[src/rtl/tdc_pkg.sv]
// tdc_pkg: shared widths, packet constants, FSM state type and packet byte selector
package tdc_pkg;
    localparam int MEAS_W  = 40;
    localparam int SEQ_W   = 8;
    localparam int PKT_LEN = 8;
    localparam int ENTRY_W = MEAS_W + SEQ_W;
    localparam logic [7:0] SYNC_BYTE_DEF = 8'hA5;

    typedef enum logic {ST_IDLE, ST_SEND} state_t;

    // Byte idx of a packet built from a stored {seq, meas} entry; byte 7 is the XOR of bytes 1..6
    function automatic logic [7:0] pkt_byte(input logic [ENTRY_W-1:0] p, input logic [2:0] idx,
                                            input logic [7:0] sync);
        logic [7:0]         chk;
        logic [5:0]         amt;
        logic [ENTRY_W-1:0] sh;
        chk = p[47:40] ^ p[39:32] ^ p[31:24] ^ p[23:16] ^ p[15:8] ^ p[7:0];
        amt = {3'd6 - idx, 3'b000};
        sh  = p >> amt;
        return (idx == 3'd0) ? sync : (idx == 3'd7) ? chk : sh[7:0];
    endfunction
endpackage

[src/rtl/tdc_sync_fifo.sv]
// tdc_sync_fifo: single-clock FIFO; a pop on a full FIFO lets a same-cycle push through
module tdc_sync_fifo #(
    parameter int WIDTH = 48,
    parameter int DEPTH = 4
) (
    input  logic                     i_clk,
    input  logic                     i_rst_n,
    input  logic                     i_push,
    input  logic [WIDTH-1:0]         i_din,
    input  logic                     i_pop,
    output logic [WIDTH-1:0]         o_dout,
    output logic                     o_full,
    output logic                     o_empty,
    output logic [$clog2(DEPTH):0]   o_level
);
    localparam int AW = $clog2(DEPTH);

    logic [WIDTH-1:0] r_mem [DEPTH];
    logic [AW-1:0]    r_wp, r_rp;
    logic [AW:0]      r_level;
    logic             w_push, w_pop;

    assign o_full  = r_level == (AW+1)'(DEPTH);
    assign o_empty = r_level == '0;
    assign o_level = r_level;
    assign o_dout  = r_mem[r_rp];
    assign w_pop   = i_pop & ~o_empty;
    assign w_push  = i_push & (~o_full | w_pop);

    always_ff @(posedge i_clk) begin
        if (!i_rst_n) begin
            r_wp    <= '0;
            r_rp    <= '0;
            r_level <= '0;
        end else begin
            if (w_push) r_wp <= r_wp + 1'b1;
            if (w_pop)  r_rp <= r_rp + 1'b1;
            r_level <= r_level + (AW+1)'(w_push) - (AW+1)'(w_pop);
        end
    end

    always_ff @(posedge i_clk) begin
        if (w_push) r_mem[r_wp] <= i_din;
    end
endmodule

[src/rtl/tdc_result_packetizer.sv]
// tdc_result_packetizer: buffers sequence-tagged TDC measurements and streams them
// out as 8-byte checksummed packets on a valid/ready byte interface
module tdc_result_packetizer
    import tdc_pkg::*;
#(
    parameter int         DEPTH     = 4,
    parameter logic [7:0] SYNC_BYTE = SYNC_BYTE_DEF
) (
    input  logic                     i_clk,
    input  logic                     i_rst_n,
    input  logic [MEAS_W-1:0]        i_meas_in,
    input  logic                     i_meas_valid,
    output logic [7:0]               o_tx_data,
    output logic                     o_tx_valid,
    input  logic                     i_tx_ready,
    input  logic                     i_clr_overflow,
    output logic                     o_overflow,
    output logic [7:0]               o_drop_count,
    output logic [$clog2(DEPTH):0]   o_fifo_level,
    output logic                     o_busy
);
    state_t             r_state, w_next;
    logic [SEQ_W-1:0]   r_seq;
    logic [ENTRY_W-1:0] r_pkt, w_head;
    logic [2:0]         r_idx;
    logic [7:0]         r_tx_data, r_drop;
    logic               r_tx_valid, r_overflow;
    logic               w_full, w_empty, w_pop, w_hs, w_last, w_drop;

    tdc_sync_fifo #(.WIDTH(ENTRY_W), .DEPTH(DEPTH)) u_fifo (
        .i_clk   (i_clk),
        .i_rst_n (i_rst_n),
        .i_push  (i_meas_valid),
        .i_din   ({r_seq, i_meas_in}),
        .i_pop   (w_pop),
        .o_dout  (w_head),
        .o_full  (w_full),
        .o_empty (w_empty),
        .o_level (o_fifo_level)
    );

    assign w_pop  = (r_state == ST_IDLE) & ~w_empty;
    assign w_hs   = r_tx_valid & i_tx_ready;
    assign w_last = r_idx == 3'(PKT_LEN - 1);
    assign w_drop = i_meas_valid & w_full & ~w_pop;

    always_ff @(posedge i_clk) begin
        if (!i_rst_n) r_state <= ST_IDLE;
        else          r_state <= w_next;
    end

    always_comb begin
        w_next = r_state;
        if (r_state == ST_IDLE) w_next = w_empty ? ST_IDLE : ST_SEND;
        else                    w_next = (w_hs && w_last) ? ST_IDLE : ST_SEND;
    end

    always_ff @(posedge i_clk) begin
        if (!i_rst_n) begin
            r_seq      <= '0;
            r_pkt      <= '0;
            r_idx      <= '0;
            r_tx_data  <= '0;
            r_tx_valid <= 1'b0;
            r_overflow <= 1'b0;
            r_drop     <= '0;
        end else begin
            if (i_meas_valid) r_seq <= r_seq + 1'b1;
            // A drop outranks a coincident clear so no loss goes unreported
            r_overflow <= w_drop | (r_overflow & ~i_clr_overflow);
            r_drop     <= w_drop ? (i_clr_overflow ? 8'd1 : (r_drop == 8'hFF ? r_drop : r_drop + 8'd1))
                                 : (i_clr_overflow ? 8'd0 : r_drop);
            if (w_pop) begin
                r_pkt      <= w_head;
                r_idx      <= '0;
                r_tx_data  <= SYNC_BYTE;
                r_tx_valid <= 1'b1;
            end else if (r_state == ST_SEND && w_hs) begin
                if (w_last) begin
                    r_tx_valid <= 1'b0;
                end else begin
                    r_idx     <= r_idx + 3'd1;
                    r_tx_data <= pkt_byte(r_pkt, r_idx + 3'd1, SYNC_BYTE);
                end
            end
        end
    end

    assign o_tx_data    = r_tx_data;
    assign o_tx_valid   = r_tx_valid;
    assign o_overflow   = r_overflow;
    assign o_drop_count = r_drop;
    assign o_busy       = r_state == ST_SEND;
endmodule

[config.mk]
export PLATFORM = sky130hd
export DESIGN_NAME = tdc_result_packetizer
export DESIGN_NICKNAME = d
export VERILOG_FILES = /design/src/rtl/tdc_pkg.sv /design/src/rtl/tdc_sync_fifo.sv /design/src/rtl/tdc_result_packetizer.sv
export SDC_FILE = /design/constraint.sdc
export NUM_CORES = 1
export LEC_CHECK = 0
export ABC_AREA = 1
export ABC_CLOCK_PERIOD_IN_PS = 3800
export CAP_MARGIN = 10
export CORE_AREA = 2 2 123 172
export DETAILED_ROUTE_END_ITERATION = 10
export DIE_AREA = 0 0 125 174
export PLACE_DENSITY = 0.81
export SLEW_MARGIN = 30
export SYNTH_ARGS = -nofsm -noshare
export SYNTH_HDL_FRONTEND = slang
export SYNTH_SLANG_ARGS = --single-unit
[constraint.sdc]
create_clock -name i_clk -period 3.8 [get_ports i_clk]
set_input_delay 0.38 -clock i_clk [delete_from_list [all_inputs] [get_ports i_clk]]
set_output_delay 0.38 -clock i_clk [all_outputs]
set_load 0.03 [all_outputs]
==> results.md, run 1 <==
* HP Start: i_rst_n
* Via-to-Cell Ratio at 5.70
* Die Span Y at 174 um
* Total CTS buffers at 25
* Slew @ Worst Pin at 899 ps
* First drt pass iteration count at 6
* CP max FO at 17
* Number of synthesized flops with an enable pin at 192
* Top_reg_cell synth: edfxtp_1
* Internal reg-to-reg setup slack at 1270 ps
* Max incr delay on CP at 640 ps
* Setup TNS at 0 ps
* Cells after synthesis at 1258
* Synth cell types at 36
* Final Power at 9.58 mW
* Gr usage total at 24.1%
* Initial DRC count at 723
* Pwr dens at 703 mW/mm2
* Initial antenna violation count at 0
* Nature of the critical path startpoint: flip-flop
* Sequential-to-total area share from yosys stat at 62.5%
* Clk buf depth at 3
* Slowest cell on crit path: nor2_1
* Cell count of the worst reg-to-reg path at 9
* Syn_area_per_cell at 9.49 um2
* Synth Warn # at 0
* Antenna viol nets, final at 0
* RePlAce Congestion at 0.860
* Critical Path RT at 4250 ps
* Hold endpoint: u_fifo.o_level[1]$_SDFF_PN0_
* Core area at 0.0203 mm2
* Layout area overhead at 14.2%
* Leak pwr at 5.10 nW
* Gr ovfl total at 0
* Clock Pin Slew Worst Setup and Hold Paths at 70 ps
* # rows at 62
* RSZ-0062 raised after global routing: false
* Post-synth top area share at 48.3%
* Resized cells post-CTS at 0
* Pin count of the biggest net entering global routing at 100
* Maxcap violations at 0
* Final worst slack at 1270 ps
* Most frequent cells after synthesis: nand2_1 (253), nor2_1 (217), edfxtp_1 (192)
* CTS tree: yes
* Post-synthesis cell area at 0.0119 mm2
* Final count of pins violating max slew at 0
* Die Width at 125 um
* Final hold slack at 192 ps
* Vias after detailed routing at 9017
* Finished Layout Cells at 1581
* Worst Hold Path Cells at 3
* Max VDD drop at 0.000407 V
* Top post-synthesis cells by area: edfxtp_1 (48%), dfxtp_1 (14%), nand2_1 (8.0%)
* DR DRC count at 0
* Setup bufs post-CTS at 0
* Placed Cells at 1534
* Outcome: complete, no violations
* Hpwl dp at 16500 um
* Crit end category: flip-flop
* Post-route cell area at 0.0136 mm2
* Reg2reg start: r_idx[0]$_SDFFE_PP0P_
* Period utilisation layout at 66.5%
* Depth of the CTS H-tree at 1
* Hold/Removal Path Class: in -> reg
* Vias in the first global route at 8568
* Clk root buf: clkbuf_16
* Drt total wl at 26400 um
* Placed cell area at 0.0128 mm2
* Fin crit period at 2530 ps
* FFs w/ async S/R, synth at 0%
* Fmax achieved at 0.396 GHz
* Hold buffer count at CTS at 0
* Reg2reg end: o_tx_data[4]$_SDFFE_PP0P_
* Ant diodes at 0
* Top-count cell post-synth: nand2_1
* Post-layout util at 67.1%
* Critical Path Most Common Cell: nand3_1
* Die area at 0.0218 mm2
* Setup Skew at 8.81 ps
* Syn_nets at 1317
* Final hold viol count at 0
* Final setup vio count at 0
* Pre-CTS setup slack at 1220 ps
* First-pass GRT wire length at 42700 um
* Routed len/inst at 16.7 um
* Critical path arrival at 2980 ps
* Crit path cell chain: inv_2 > ha_1 > nor2_1 > nand3_1 > nand2_1 > nand2_1 > nand3_1 > nand3_1 > a21oi_1
* Nets at 1365
* Starting Density at 58.8%
* Crit Path Class: reg -> reg
* Area leader, netlist: edfxtp_1
* Clk Latency, worst-skew pair at 520 ps
* Fillcell total at 1536
* Layout cells sized above 1 at 6.26%
* Slew Limit Headroom at 40.1%
* Clk sinks at 277
* Synthesis-stage register bit count at 277
* IO Pins at 67
* Input/output buffers at 66
-- routing by layer --
metal / wire length (um) / global-route usage, %
met5: 0 / 0
met4: 1010 / 9.81
met3: 1570 / 4.03
met2: 13500 / 43.0
met1: 10300 / 29.1
-- area by class of cell --
type | count | area [um2] | area share, %
sequential | 277 | 7470 | 54.8
multi-input combinational | 834 | 3880 | 28.5
timing repair buffer | 77 | 800 | 5.86
clock buffer | 29 | 641 | 4.70
inverter | 91 | 363 | 2.66
tap | 256 | 320 | 2.35
clock inverter | 17 | 161 | 1.18
-- flip-flops by register name, summed over array words and instances (netlist names) --
signal and count:
u_fifo.r_rp 2, o_busy 1, r_idx 3, o_tx_data 8, r_pkt 48, r_seq 8
u_fifo.r_wp 2, o_overflow 1, o_drop_count 8, u_fifo.o_level 3, o_tx_valid 1, u_fifo.r_mem 192
-- cell families after synthesis --
family          count (synthesis)  share of synthesized area (%)
simple gates                  572                           19.4
flops                         277                           62.5
compound gates                243                           10.8
buf+inv                       147                           5.22
fa+ha+maj                      14                           1.53
xor+xnor                        5                          0.430
-- power breakdown --
group	switching, mW	internal, mW
Sequential	0.472	3.69
Clock	1.06	1.41
Combinational	1.93	1.02
-- layout by cell type (no fill, tap or decap), types with 4 or more instances in the layout --
cell type	netlist	layout
buf_4	2	6
clkbuf_16	0	25
dfxtp_1	85	83
nor2_4	1	5
inv_1	68	68
o21ai_0	103	103
edfxtp_1	192	192
nand2_1	253	253
inv_2	20	18
a21oi_1	23	23
clkinv_2	0	4
clkdlybuf4s50_1	0	65
clkbuf_1	23	4
clkinv_1	1	9
ha_1	13	13
nor3_1	5	5
a31oi_1	49	49
o21ai_1	62	62
nand3_1	82	82
nor2_1	217	213
-- how the worst max path moves through the flow --
| stage | start | to | slack (ps) | cells past startpoint |
|---|---|---|---|---|
| final | r_idx[0]$_SDFFE_PP0P_ | o_tx_data[4]$_SDFFE_PP0P_ | 1270 | 9 |
| after global routing | r_idx[0]$_SDFFE_PP0P_ | o_tx_data[5]$_SDFFE_PN0P_ | 1060 | 11 |
| after CTS | r_idx[0]$_SDFFE_PP0P_ | o_tx_data[4]$_SDFFE_PP0P_ | 1300 | 9 |
| after detailed placement | i_meas_valid | u_fifo.r_mem[0][46]$_DFFE_PP_ | 1220 | 4 |
| after global placement | i_meas_valid | u_fifo.r_mem[0][46]$_DFFE_PP_ | 1280 | 4 |
| after floorplan | u_fifo.o_level[1]$_SDFF_PN0_ | u_fifo.r_mem[0][0]$_DFFE_PP_ | 380 | 4 |
-- critical path, delay by kind of cell (launching register included) --
| family | cells | cell delay, ps |
|---|---|---|
| fa+ha+maj | 1 | 320 |
| compound gates | 1 | 140 |
| buf+inv | 1 | 260 |
| simple gates | 6 | 1130 |
| flops | 1 | 620 |
Power figures use the tool's default switching activity.
==> inputs of run 2 (changes only) <==
- ABC_CLOCK_PERIOD_IN_PS: 3800 -> 2600
- clock period: 3.8 -> 2.6 ns (I/O delays scaled with it)
==> results.md, run 2 (synthesized netlist as in run 1, its figures left out) <==
* RSZ-0062 raised after global routing: false
* Clk Latency, worst-skew pair at 530 ps (about the same)
* Gr ovfl total at 0 (unchanged)
* Nature of the critical path startpoint: flip-flop
* Crit Path Class: reg -> reg
* HP Start: i_rst_n
* Layout area overhead at 15.5%
* Number of flip-flops under the largest register name at 192 (unchanged)
* Critical path arrival at 2530 ps (-450 ps)
* Clk buf depth at 3 (unchanged)
* Max VDD drop at 0.000733 V (+80%)
* Die area at 0.0218 mm2 (unchanged)
* Commonest non-fill, non-tap cell in the layout: nand2_1
* Top reg by flops: u_fifo.r_mem
* Setup Skew at 12.0 ps (+3.18 ps)
* Max incr delay on CP at 370 ps (-270 ps)
* Worst Path Buf+Inv at 4 (+3)
* Resized cells post-CTS at 0 (unchanged)
* Fin crit period at 2070 ps (-456 ps)
* IO Pins at 67 (unchanged)
* Fmax achieved at 0.483 GHz (+22%)
* Outcome: complete, no violations
* Pin count of the biggest net entering global routing at 100 (unchanged)
* Critical Path RT at 3060 ps (-1190 ps)
* Placed cell area at 0.0129 mm2 (+0.70%)
* Maxcap violations at 0 (unchanged)
* Drt total wl at 27400 um (+3.7%)
* Clk root buf: clkbuf_16
* # rows at 62 (unchanged)
* Initial DRC count at 876 (+21%)
* Post-route cell area at 0.0138 mm2 (+1.2%)
* Pwr dens at 1040 mW/mm2 (+48%)
* Slew Limit Headroom at 53.7% (+14 points)
* Critical Path Most Common Cell: inv_1
* Slew @ Worst Pin at 694 ps (-204 ps)
* Die Span Y at 174 um (unchanged)
* Final Power at 14.3 mW (+50%)
* Biggest regs: u_fifo.r_mem (192), r_pkt (48)
* Crit path from: u_fifo.o_level[1]$_SDFF_PN0_
* Total CTS buffers at 27 (+8.0%)
* Antenna viol nets, final at 0 (unchanged)
* CP max FO at 5 (-12)
* Clk sinks at 277 (unchanged)
* Depth of the CTS H-tree at 1 (unchanged)
* Via-to-Cell Ratio at 5.70 (about the same)
* Clock Pin Slew Worst Setup and Hold Paths at 60 ps (about the same)
* First drt pass iteration count at 9 (+3)
* Input/output buffers at 66 (unchanged)
* Initial antenna violation count at 0 (unchanged)
* Hold/Removal Path Class: in -> reg
* Nets at 1373 (+0.59%)
* Setup bufs post-CTS at 0 (unchanged)
* Crit path cell chain: nor2_1 > nand2_1 > nand2_2 > inv_2 > ha_1 > inv_1 > ha_1 > inv_1 > fa_1 > inv_1 > o21ai_1 > a21oi_1
* RePlAce Congestion at 0.850 (-1.1%)
* Core area at 0.0203 mm2 (unchanged)
* Most frequent cells in the layout: nand2_1 (253), nor2_1 (213), edfxtp_1 (192)
* CTS tree: yes
* Die Width at 125 um (unchanged)
* Routed len/inst at 17.2 um (+3.0%)
* Hold buffer count at CTS at 0 (unchanged)
* Period utilisation layout at 79.6% (+13 points)
* Final setup vio count at 0 (unchanged)
* Layout cells sized above 1 at 7.49% (+1.2 points)
* Gr usage total at 25.2% (+1.1 points)
* Ant diodes at 0 (unchanged)
* Final hold viol count at 0 (unchanged)
* Reg2reg start: u_fifo.o_level[1]$_SDFF_PN0_
* DR DRC count at 0 (unchanged)
* Slowest cell on crit path: fa_1
* Post-layout util at 67.9% (+0.78 points)
* Starting Density at 58.8% (unchanged)
* Final count of pins violating max slew at 0 (unchanged)
* First-pass GRT wire length at 44600 um (+4.3%)
* Hpwl dp at 17300 um (+5.1%)
* Crit end category: flip-flop
* Vias in the first global route at 8782 (+2.5%)
* Vias after detailed routing at 9067 (+0.55%)
* Top delay family on crit path: adder cells
* Leak pwr at 5.19 nW (+1.7%)
[run 2: cell type report]
cell class | count | area, um2
well taps | 256 | 320
clock inverters | 15 | 131
multi-input cells | 834 | 3880
clock buffers | 35 | 768
inverters | 91 | 360
repair buffers | 83 | 862
flip-flops and latches | 277 | 7470
fillers | 1505 | 6530
[run 2: worst paths after layout]
path,to,slack (ps),depth (start not counted)
setup / recovery,u_fifo.o_level[2]$_SDFF_PN0_,530,12
hold / removal,u_fifo.o_level[0]$_SDFF_PN0_,170,3
setup reg to reg,u_fifo.o_level[2]$_SDFF_PN0_,530,12
hold reg to reg,o_tx_data[3]$_SDFFE_PP0P_,470,2
[run 2: worst min-delay path, delay by kind of cell]
kind	cells	cell delay, ps
and+or+nand+nor	1	110
buffers and inverters	2	280
[run 2: per-stage QoR]
stage	std cells	hold WS (ps)	setup WS [ps]	TNS [ps]
after detailed placement	1541	458	467	0
after floorplan	1258	359	-65.5	-12580
after global placement	1541	447	518	0
final	1591	170	531	0
after global routing	1591	194	350	0
after CTS	1591	158	508	0
[run 2: power by group]
group / switching (mW) / leakage [nW] / internal (mW) / total (mW)
Sequential: 0.654 / 2.47 / 5.39 / 6.05
Clock: 1.65 / 0.436 / 2.22 / 3.87
Combinational: 2.91 / 2.28 / 1.50 / 4.41
Total: 5.22 / 5.19 / 9.10 / 14.3
[run 2: metal layers]
metal / track usage [%] / share of wire (%)
met1: 31.0 / 38
met2: 45.7 / 52
met3: 3.08 / 6.9
met4: 9.03 / 3.0
met5: 0 / 0
